**config.mk**
```make
export PLATFORM = sky130hd
export DESIGN_NAME = pipe_hazard_ctrl
export DESIGN_NICKNAME = d
export VERILOG_FILES = /design/src/rtl/pipe_hazard_ctrl.sv
export SDC_FILE = /design/constraint.sdc
export NUM_CORES = 1
export LEC_CHECK = 0
export CAP_MARGIN = 20
export CORE_MARGIN = 2
export CORE_UTILIZATION = 45
export DETAILED_ROUTE_END_ITERATION = 8
export GPL_ROUTABILITY_DRIVEN = 0
export HOLD_SLACK_MARGIN = 0.08
export PLACE_DENSITY = 0.73
export SLEW_MARGIN = 5
export SYNTH_ARGS = -nofsm -noshare
export SYNTH_HDL_FRONTEND = slang
export SYNTH_SLANG_ARGS = --single-unit
```
**constraint.sdc**
```tcl
create_clock -name clk -period 2.3 [get_ports clk]
set_clock_uncertainty 0.05 [all_clocks]
set_input_delay 0.46 -clock clk [delete_from_list [all_inputs] [get_ports clk]]
set_output_delay 0.46 -clock clk [all_outputs]
set_load 0.01 [all_outputs]
```
**src/rtl/pipe_hazard_ctrl.sv**
```systemverilog
// -----------------------------------------------------------------------------
// pipe_hazard_ctrl
//
// Hazard controller for a five-stage pipeline. It sits beside the decode stage
// and keeps a shadow scoreboard of the instructions in EX, MEM and WB. From
// that scoreboard it derives the operand forward selects, load-use stalls,
// taken-branch flushes and whole-pipeline freezes on data-memory wait. Two
// saturating counters record stall and flush cycles.
//
// Ports
//   clk, reset                 clock, asynchronous active-low reset
//   dec_valid                  decode holds a real instruction
//   dec_ra/dec_rb              source register addresses
//   dec_use_ra/dec_use_rb      source operand is actually read
//   dec_rd                     destination register
//   dec_regwrite/memread/flagwrite  decode control bits
//   dec_use_flags              decode is a flag-conditional branch
//   br_taken                   branch resolved taken in decode
//   mem_ready                  data memory completes this cycle
//   fwd_a/fwd_b                0 regfile, 1 EX, 2 MEM, 3 WB
//   fwd_flags                  take flags live from the EX ALU
//   stall_fd/bubble_ex         load-use stall and NOP insertion
//   flush_fd                   clear fetch/decode register
//   freeze                     hold every pipeline register
//   ex_valid/mem_valid/wb_valid scoreboard valid bits
//   stall_cnt/flush_cnt        saturating event counters
// -----------------------------------------------------------------------------
module pipe_hazard_ctrl #(
   parameter int REG_AW    = 5,
   parameter int ZERO_REG  = 31,
   parameter int WB_BYPASS = 1,
   parameter int CNT_W     = 16
) (
   input  logic              clk,
   input  logic              reset,
   input  logic              dec_valid,
   input  logic [REG_AW-1:0] dec_ra,
   input  logic [REG_AW-1:0] dec_rb,
   input  logic              dec_use_ra,
   input  logic              dec_use_rb,
   input  logic [REG_AW-1:0] dec_rd,
   input  logic              dec_regwrite,
   input  logic              dec_memread,
   input  logic              dec_flagwrite,
   input  logic              dec_use_flags,
   input  logic              br_taken,
   input  logic              mem_ready,
   output logic [1:0]        fwd_a,
   output logic [1:0]        fwd_b,
   output logic              fwd_flags,
   output logic              stall_fd,
   output logic              bubble_ex,
   output logic              flush_fd,
   output logic              freeze,
   output logic              ex_valid,
   output logic              mem_valid,
   output logic              wb_valid,
   output logic [CNT_W-1:0]  stall_cnt,
   output logic [CNT_W-1:0]  flush_cnt
);

   localparam logic [REG_AW-1:0] ZERO_A  = REG_AW'(ZERO_REG);
   localparam logic [CNT_W-1:0]  CNT_MAX = '1;

   // Scoreboard. Only the fields some later decision looks at are kept:
   // flagwrite matters only in EX, memread only in EX and MEM.
   logic              ex_valid_q,  ex_valid_d;
   logic [REG_AW-1:0] ex_rd_q,     ex_rd_d;
   logic              ex_rw_q,     ex_rw_d;
   logic              ex_mr_q,     ex_mr_d;
   logic              ex_fw_q,     ex_fw_d;
   logic              mem_valid_q, mem_valid_d;
   logic [REG_AW-1:0] mem_rd_q,    mem_rd_d;
   logic              mem_rw_q,    mem_rw_d;
   logic              mem_mr_q,    mem_mr_d;
   logic              wb_valid_q,  wb_valid_d;
   logic [REG_AW-1:0] wb_rd_q,     wb_rd_d;
   logic              wb_rw_q,     wb_rw_d;
   logic [CNT_W-1:0]  stall_cnt_q, stall_cnt_d;
   logic [CNT_W-1:0]  flush_cnt_q, flush_cnt_d;

   logic ex_hit_a, mem_hit_a, wb_hit_a;
   logic ex_hit_b, mem_hit_b, wb_hit_b;
   logic load_use, freeze_w, stall_w, flush_w;

   function automatic logic src_hit(input logic              v,
                                    input logic              rw,
                                    input logic [REG_AW-1:0] rd,
                                    input logic [REG_AW-1:0] src,
                                    input logic              use_src);
      return v & rw & use_src & (rd == src) & (src != ZERO_A);
   endfunction

   function automatic logic [1:0] fwd_sel(input logic ex_h,
                                          input logic mem_h,
                                          input logic wb_h);
      if (ex_h)                          return 2'd1;
      else if (mem_h)                    return 2'd2;
      else if ((WB_BYPASS != 0) && wb_h) return 2'd3;
      else                               return 2'd0;
   endfunction

   assign ex_hit_a  = src_hit(ex_valid_q,  ex_rw_q,  ex_rd_q,  dec_ra, dec_use_ra);
   assign mem_hit_a = src_hit(mem_valid_q, mem_rw_q, mem_rd_q, dec_ra, dec_use_ra);
   assign wb_hit_a  = src_hit(wb_valid_q,  wb_rw_q,  wb_rd_q,  dec_ra, dec_use_ra);
   assign ex_hit_b  = src_hit(ex_valid_q,  ex_rw_q,  ex_rd_q,  dec_rb, dec_use_rb);
   assign mem_hit_b = src_hit(mem_valid_q, mem_rw_q, mem_rd_q, dec_rb, dec_use_rb);
   assign wb_hit_b  = src_hit(wb_valid_q,  wb_rw_q,  wb_rd_q,  dec_rb, dec_use_rb);

   // Forward selects stay live during a freeze: the scoreboard is held, so
   // they keep pointing at the same producers.
   assign fwd_a     = fwd_sel(ex_hit_a, mem_hit_a, wb_hit_a);
   assign fwd_b     = fwd_sel(ex_hit_b, mem_hit_b, wb_hit_b);
   assign fwd_flags = dec_use_flags & ex_valid_q & ex_fw_q;

   // A load in MEM that has not completed blocks everything; stall and flush
   // are suppressed so they are re-evaluated once the memory answers.
   assign freeze_w = ~mem_ready & mem_valid_q & mem_mr_q;
   assign load_use = dec_valid & ex_mr_q & (ex_hit_a | ex_hit_b);
   assign stall_w  = load_use & ~freeze_w;
   assign flush_w  = br_taken & dec_valid & ~stall_w & ~freeze_w;

   assign freeze    = freeze_w;
   assign stall_fd  = stall_w;
   assign bubble_ex = stall_w;
   // flush_fd is driven purely by decode inputs; mask it so every output reads
   // 0 while reset is held.
   assign flush_fd  = flush_w & reset;

   assign ex_valid  = ex_valid_q;
   assign mem_valid = mem_valid_q;
   assign wb_valid  = wb_valid_q;
   assign stall_cnt = stall_cnt_q;
   assign flush_cnt = flush_cnt_q;

   always_comb begin
      ex_valid_d  = ex_valid_q;
      ex_rd_d     = ex_rd_q;
      ex_rw_d     = ex_rw_q;
      ex_mr_d     = ex_mr_q;
      ex_fw_d     = ex_fw_q;
      mem_valid_d = mem_valid_q;
      mem_rd_d    = mem_rd_q;
      mem_rw_d    = mem_rw_q;
      mem_mr_d    = mem_mr_q;
      wb_valid_d  = wb_valid_q;
      wb_rd_d     = wb_rd_q;
      wb_rw_d     = wb_rw_q;
      stall_cnt_d = stall_cnt_q;
      flush_cnt_d = flush_cnt_q;

      if (!freeze_w) begin
         wb_valid_d  = mem_valid_q;
         wb_rd_d     = mem_rd_q;
         wb_rw_d     = mem_rw_q;
         mem_valid_d = ex_valid_q;
         mem_rd_d    = ex_rd_q;
         mem_rw_d    = ex_rw_q;
         mem_mr_d    = ex_mr_q;
         // Bubbles and flushed slots enter EX invalid.
         ex_valid_d  = dec_valid & ~stall_w & ~flush_w;
         ex_rd_d     = dec_rd;
         ex_rw_d     = dec_regwrite;
         ex_mr_d     = dec_memread;
         ex_fw_d     = dec_flagwrite;
      end

      if (stall_w && (stall_cnt_q != CNT_MAX)) stall_cnt_d = stall_cnt_q + CNT_W'(1);
      if (flush_w && (flush_cnt_q != CNT_MAX)) flush_cnt_d = flush_cnt_q + CNT_W'(1);
   end

   always_ff @(posedge clk or negedge reset) begin
      if (!reset) begin
         ex_valid_q  <= 1'b0;
         ex_rd_q     <= '0;
         ex_rw_q     <= 1'b0;
         ex_mr_q     <= 1'b0;
         ex_fw_q     <= 1'b0;
         mem_valid_q <= 1'b0;
         mem_rd_q    <= '0;
         mem_rw_q    <= 1'b0;
         mem_mr_q    <= 1'b0;
         wb_valid_q  <= 1'b0;
         wb_rd_q     <= '0;
         wb_rw_q     <= 1'b0;
         stall_cnt_q <= '0;
         flush_cnt_q <= '0;
      end else begin
         ex_valid_q  <= ex_valid_d;
         ex_rd_q     <= ex_rd_d;
         ex_rw_q     <= ex_rw_d;
         ex_mr_q     <= ex_mr_d;
         ex_fw_q     <= ex_fw_d;
         mem_valid_q <= mem_valid_d;
         mem_rd_q    <= mem_rd_d;
         mem_rw_q    <= mem_rw_d;
         mem_mr_q    <= mem_mr_d;
         wb_valid_q  <= wb_valid_d;
         wb_rd_q     <= wb_rd_d;
         wb_rw_q     <= wb_rw_d;
         stall_cnt_q <= stall_cnt_d;
         flush_cnt_q <= flush_cnt_d;
      end
   end

endmodule

```
==> flow_metrics.env <==
export IMPL_total_leakage_power_nw=1.882
export IMPL_routed_via_count=2487
export IMPL_grt_ovfl_total=0
export IMPL_unrepaired_setup_endpoints_after_global_routing="yes"
export IMPL_max_slew_margin_rel_pct=51.10
export IMPL_met3_usage_pct=3.638
export IMPL_worstPathCellList="clkdlybuf4s50_1, o21ai_2, or4_4, a21boi_4, nor3b_1, buf_2"
export IMPL_ctsHtreeMaxLevel=2
export IMPL_track_usage_pct=20.87
export IMPL_slew_violations=0
export IMPL_placement_io_buffers=69
export IMPL_failed_checks="negative setup slack"
export IMPL_antenna_violating_nets_post_route=0
export IMPL_worst_pin_slew_ns=0.7244
export IMPL_synthArstFlopShare_pct=100.0
export IMPL_critical_path_startpoint_type="input pin"
export IMPL_final_min_period_over_clock_period_pct=111.1
export IMPL_finish_instance_area_um2=4292
export IMPL_initial_core_util_pct=46.41
export IMPL_floorplan_die_width_um=84.70
export IMPL_dr_pass1_iters=6
export IMPL_hp_class="input pin to asynchronous set/reset pin"
export IMPL_layout_drive_gt1_share_pct=27.59
export IMPL_clock_latency_at_the_later_pin_of_the_worst_skew_pair_ns=0.32
export IMPL_tritoncts="built"
export IMPL_worst_endpoint_data_arrival_time_ns=2.05
export IMPL_cts_root_buf="sky130_fd_sc_hd__clkbuf_8"
export IMPL_fin_tns_setup_ns=-0.8346
export IMPL_power_frac_comb_pct=26.0
export IMPL_cts_clk_slew_worst_paths_ns=0.10
export IMPL_nFillCells=493
export IMPL_max_vdd_ir_drop_uv=502.5
export IMPL_routedWlPerCell_um=15.93
export IMPL_final_net_count=423
export IMPL_core_area_um2=6314
export IMPL_synth_top_area_share_pct=47.82
export IMPL_ys_flop_type="sky130_fd_sc_hd__dfrtp_1"
export IMPL_timing_critical_path_slowest_cell_delay_ns=0.58
export IMPL_tritoncts_buffer_count=5
export IMPL_synth_top_area_cell="sky130_fd_sc_hd__dfrtp_1"
export IMPL_critPathRequiredTime_ns=1.79
export IMPL_power_density_nw_per_um2=567.6
export IMPL_synth_edf_count=0
export IMPL_drt_iter0_markers=103
export IMPL_top_area_cells_in_the_synthesized_netlist="sky130_fd_sc_hd__dfrtp_1 (48%), sky130_fd_sc_hd__xnor2_1 (13%), sky130_fd_sc_hd__mux2_2 (6.9%)"
export IMPL_cts_hold_buffers=0
export IMPL_dieArea_um2=7173
export IMPL_area_delta_synth_final_pct=46.46
export IMPL_fmax_mhz=391.3
export IMPL_switching_power_uw=703.5
export IMPL_finalWirelength_um=7518
export IMPL_max_clock_path_buffers=2
export IMPL_cp_max_fo=4
export IMPL_final_setup_worst_slack_ns=-0.2555
export IMPL_post_drt_via_cell_ratio=5.269
export IMPL_grt_use_met1_pct=27.17
export IMPL_timing_critical_path_to_type="primary output"
export IMPL_met2_usage_pct=35.50
export IMPL_yosysUniqueCellTypes=35
export IMPL_post_synth_top_count_cell="sky130_fd_sc_hd__dfrtp_1"
export IMPL_dpl_worst_slack_ns=-0.8672
export IMPL_diodes=0
export IMPL_cellInternalPower_mw=1.732
export IMPL_dpl_hpwl_um=5123
export IMPL_syn_cell_area_um2=2930
export IMPL_status="finished, violations left"
export IMPL_postSynthCellCount=276
export IMPL_number_of_endpoints_with_negative_hold_slack_in_the_final_report=0
export IMPL_fp_row_count=29
export IMPL_ys_seq_area_share_pct=47.82
export IMPL_synth_warning_count=0
export IMPL_pwr_share_seq_pct=50.3
export IMPL_crit_type="input pin to primary output"
export IMPL_crit_path_max_delay_cell_type="sky130_fd_sc_hd__or4_4"
export IMPL_timing_final_crit_period_ns=2.555
export IMPL_timing_final_setup_violations=10
export IMPL_timing_max_cap_violations=0
export IMPL_global_route_peak_usage_layer="met2"
export IMPL_nets_in_the_synthesized_netlist=304
export IMPL_tritoncts_num_sinks=56
export IMPL_fp_dieH_um=84.70
export IMPL_antenna_violations_before_repair=0
export IMPL_synth_top_cells_by_count="sky130_fd_sc_hd__dfrtp_1 (56), sky130_fd_sc_hd__xnor2_1 (43), sky130_fd_sc_hd__nand2_1 (31), sky130_fd_sc_hd__nand3_1 (19), sky130_fd_sc_hd__mux2_2 (18)"
export IMPL_post_route_drc_count=0
export IMPL_grt_pass1_vias=2518
export IMPL_power_clock_fraction_pct=23.8
export IMPL_floorplan_io_pins=70
export IMPL_placed_area_um2=3936
export IMPL_ys_ff_latch=56
export IMPL_synth_area_per_cell_um2=10.62
export IMPL_grt_max_degree=57
export IMPL_switching_share_pct=28.88
export IMPL_first_pass_grt_wire_length_um=11920
-- critical path, delay by kind of cell --
kind	cells	cell delay [ns]
AND/OR/NAND/NOR	2	0.65
buffers and inverters	2	0.63
AO/OA/AOI/OAI	2	0.30
-- repair_timing --
item,4_1_cts,5_1_grt
buffers inserted,5,7
pin swaps,12,12
endpoints found under the setup margin,39,39
gates cloned,1,1
gates resized for setup,71,18
-- metrics by stage --
stage               util [%]  power (mW)  hold slack, ns  instances
floorplan                  -       1.484          0.1144        276
global placement       62.35       1.813          0.3974        451
detailed placement     62.35       1.826          0.3969        451
CTS                    65.91       2.430          0.2716        464
global route           67.97       2.561          0.3057        472
finish                 67.97       2.436          0.2486        472
-- power by group through the flow --
stage	registers, mW	clock network [mW]	logic (mW)
2_1_floorplan	1.25	0	0.239
3_3_place_gp	1.23	0	0.581
3_5_place_dp	1.23	0	0.593
4_1_cts	1.22	0.586	0.625
5_1_grt	1.24	0.627	0.692
6_report	1.22	0.579	0.633
-- cell families (layout without fill, tap and decap cells) --
group,Yosys count,count (layout),synth area share (%)
AOI/OAI and AO/OA,10,10,2.306
xor gates and xnor gates,58,58,17.34
adders and majority gates,2,2,0.8538
buffers and inverters,12,131,2.220
DFF,56,56,47.82
muxes,20,20,7.686
and+or+nand+nor,118,118,21.78
-- layout by cell type, fill, tap and decap left out, drive strengths merged, types with 2 or more instances in the layout --
cell           synthesis  final
ha                     2      2
and2                   2      2
and4                   5      5
buf                    4     59
nor3b                  2      2
nor4                  14     14
mux2                  20     20
and3                   5      5
clkbuf                 3      8
nor3                   6      6
nor2                   8      8
nand2                 32     32
xor2                  15     15
dfrtp                 56     56
nor4b                  2      2
clkdlybuf4s15          0      3
inv                    5      5
nand2b                 4      4
dlygate4sd2            0      5
xnor2                 43     43
or4                    3      3
o21ai                  6      6
nand3                 19     19
clkdlybuf4s50          0     50
nand4                 13     13
-- layout make-up --
| type | count | area [um2] | share of cell area, % |
|---|---|---|---|
| Multi-Input combinational cell | 208 | 1588 | 37.00 |
| Sequential cell | 56 | 1403 | 32.68 |
| Tap cell | 77 | 96.34 | 2.245 |
| Timing Repair Buffer | 119 | 1090 | 25.39 |
| Clock buffer | 7 | 96.34 | 2.245 |
| Inverter | 5 | 18.77 | 0.4373 |
-- path summary, 6_finish.rpt --
check,from,to,slack (ns),cells after the start
worst max-delay path,dec_use_rb,flush_fd,-0.26,6
worst min-delay path,reset,stall_cnt[13],0.25,2
worst max register to register,ex_rd_q[4],flush_cnt[1],-0.06,8
worst min register to register,ex_fw_q,ex_fw_q,0.42,2
max in group asynchronous,reset,ex_rd_q[4],1.47,2
min in group clk,ex_fw_q,ex_fw_q,0.42,2
-- sequential cells by signal, indices dropped and copies added, names as in the netlist --
signal and flops:
stall_cnt 16, ex_fw_q 1, mem_rd_q 5, mem_mr_q 1
wb_rw_q 1, ex_rd_q 5, mem_rw_q 1, wb_valid 1
wb_rd_q 5, mem_valid 1, flush_cnt 16, ex_rw_q 1
ex_valid 1, ex_mr_q 1
-- routing by layer --
| layer | vias to the layer above | wire [um] |
|---|---|---|
| met3 | 7 | 229 |
| met2 | 52 | 3865 |
| met4 | 0 | 73 |
| met1 | 1213 | 3350 |
| li1 | 1215 | - |
| met5 | - | 0 |
Note: power is estimated with default switching activity, not from simulation.
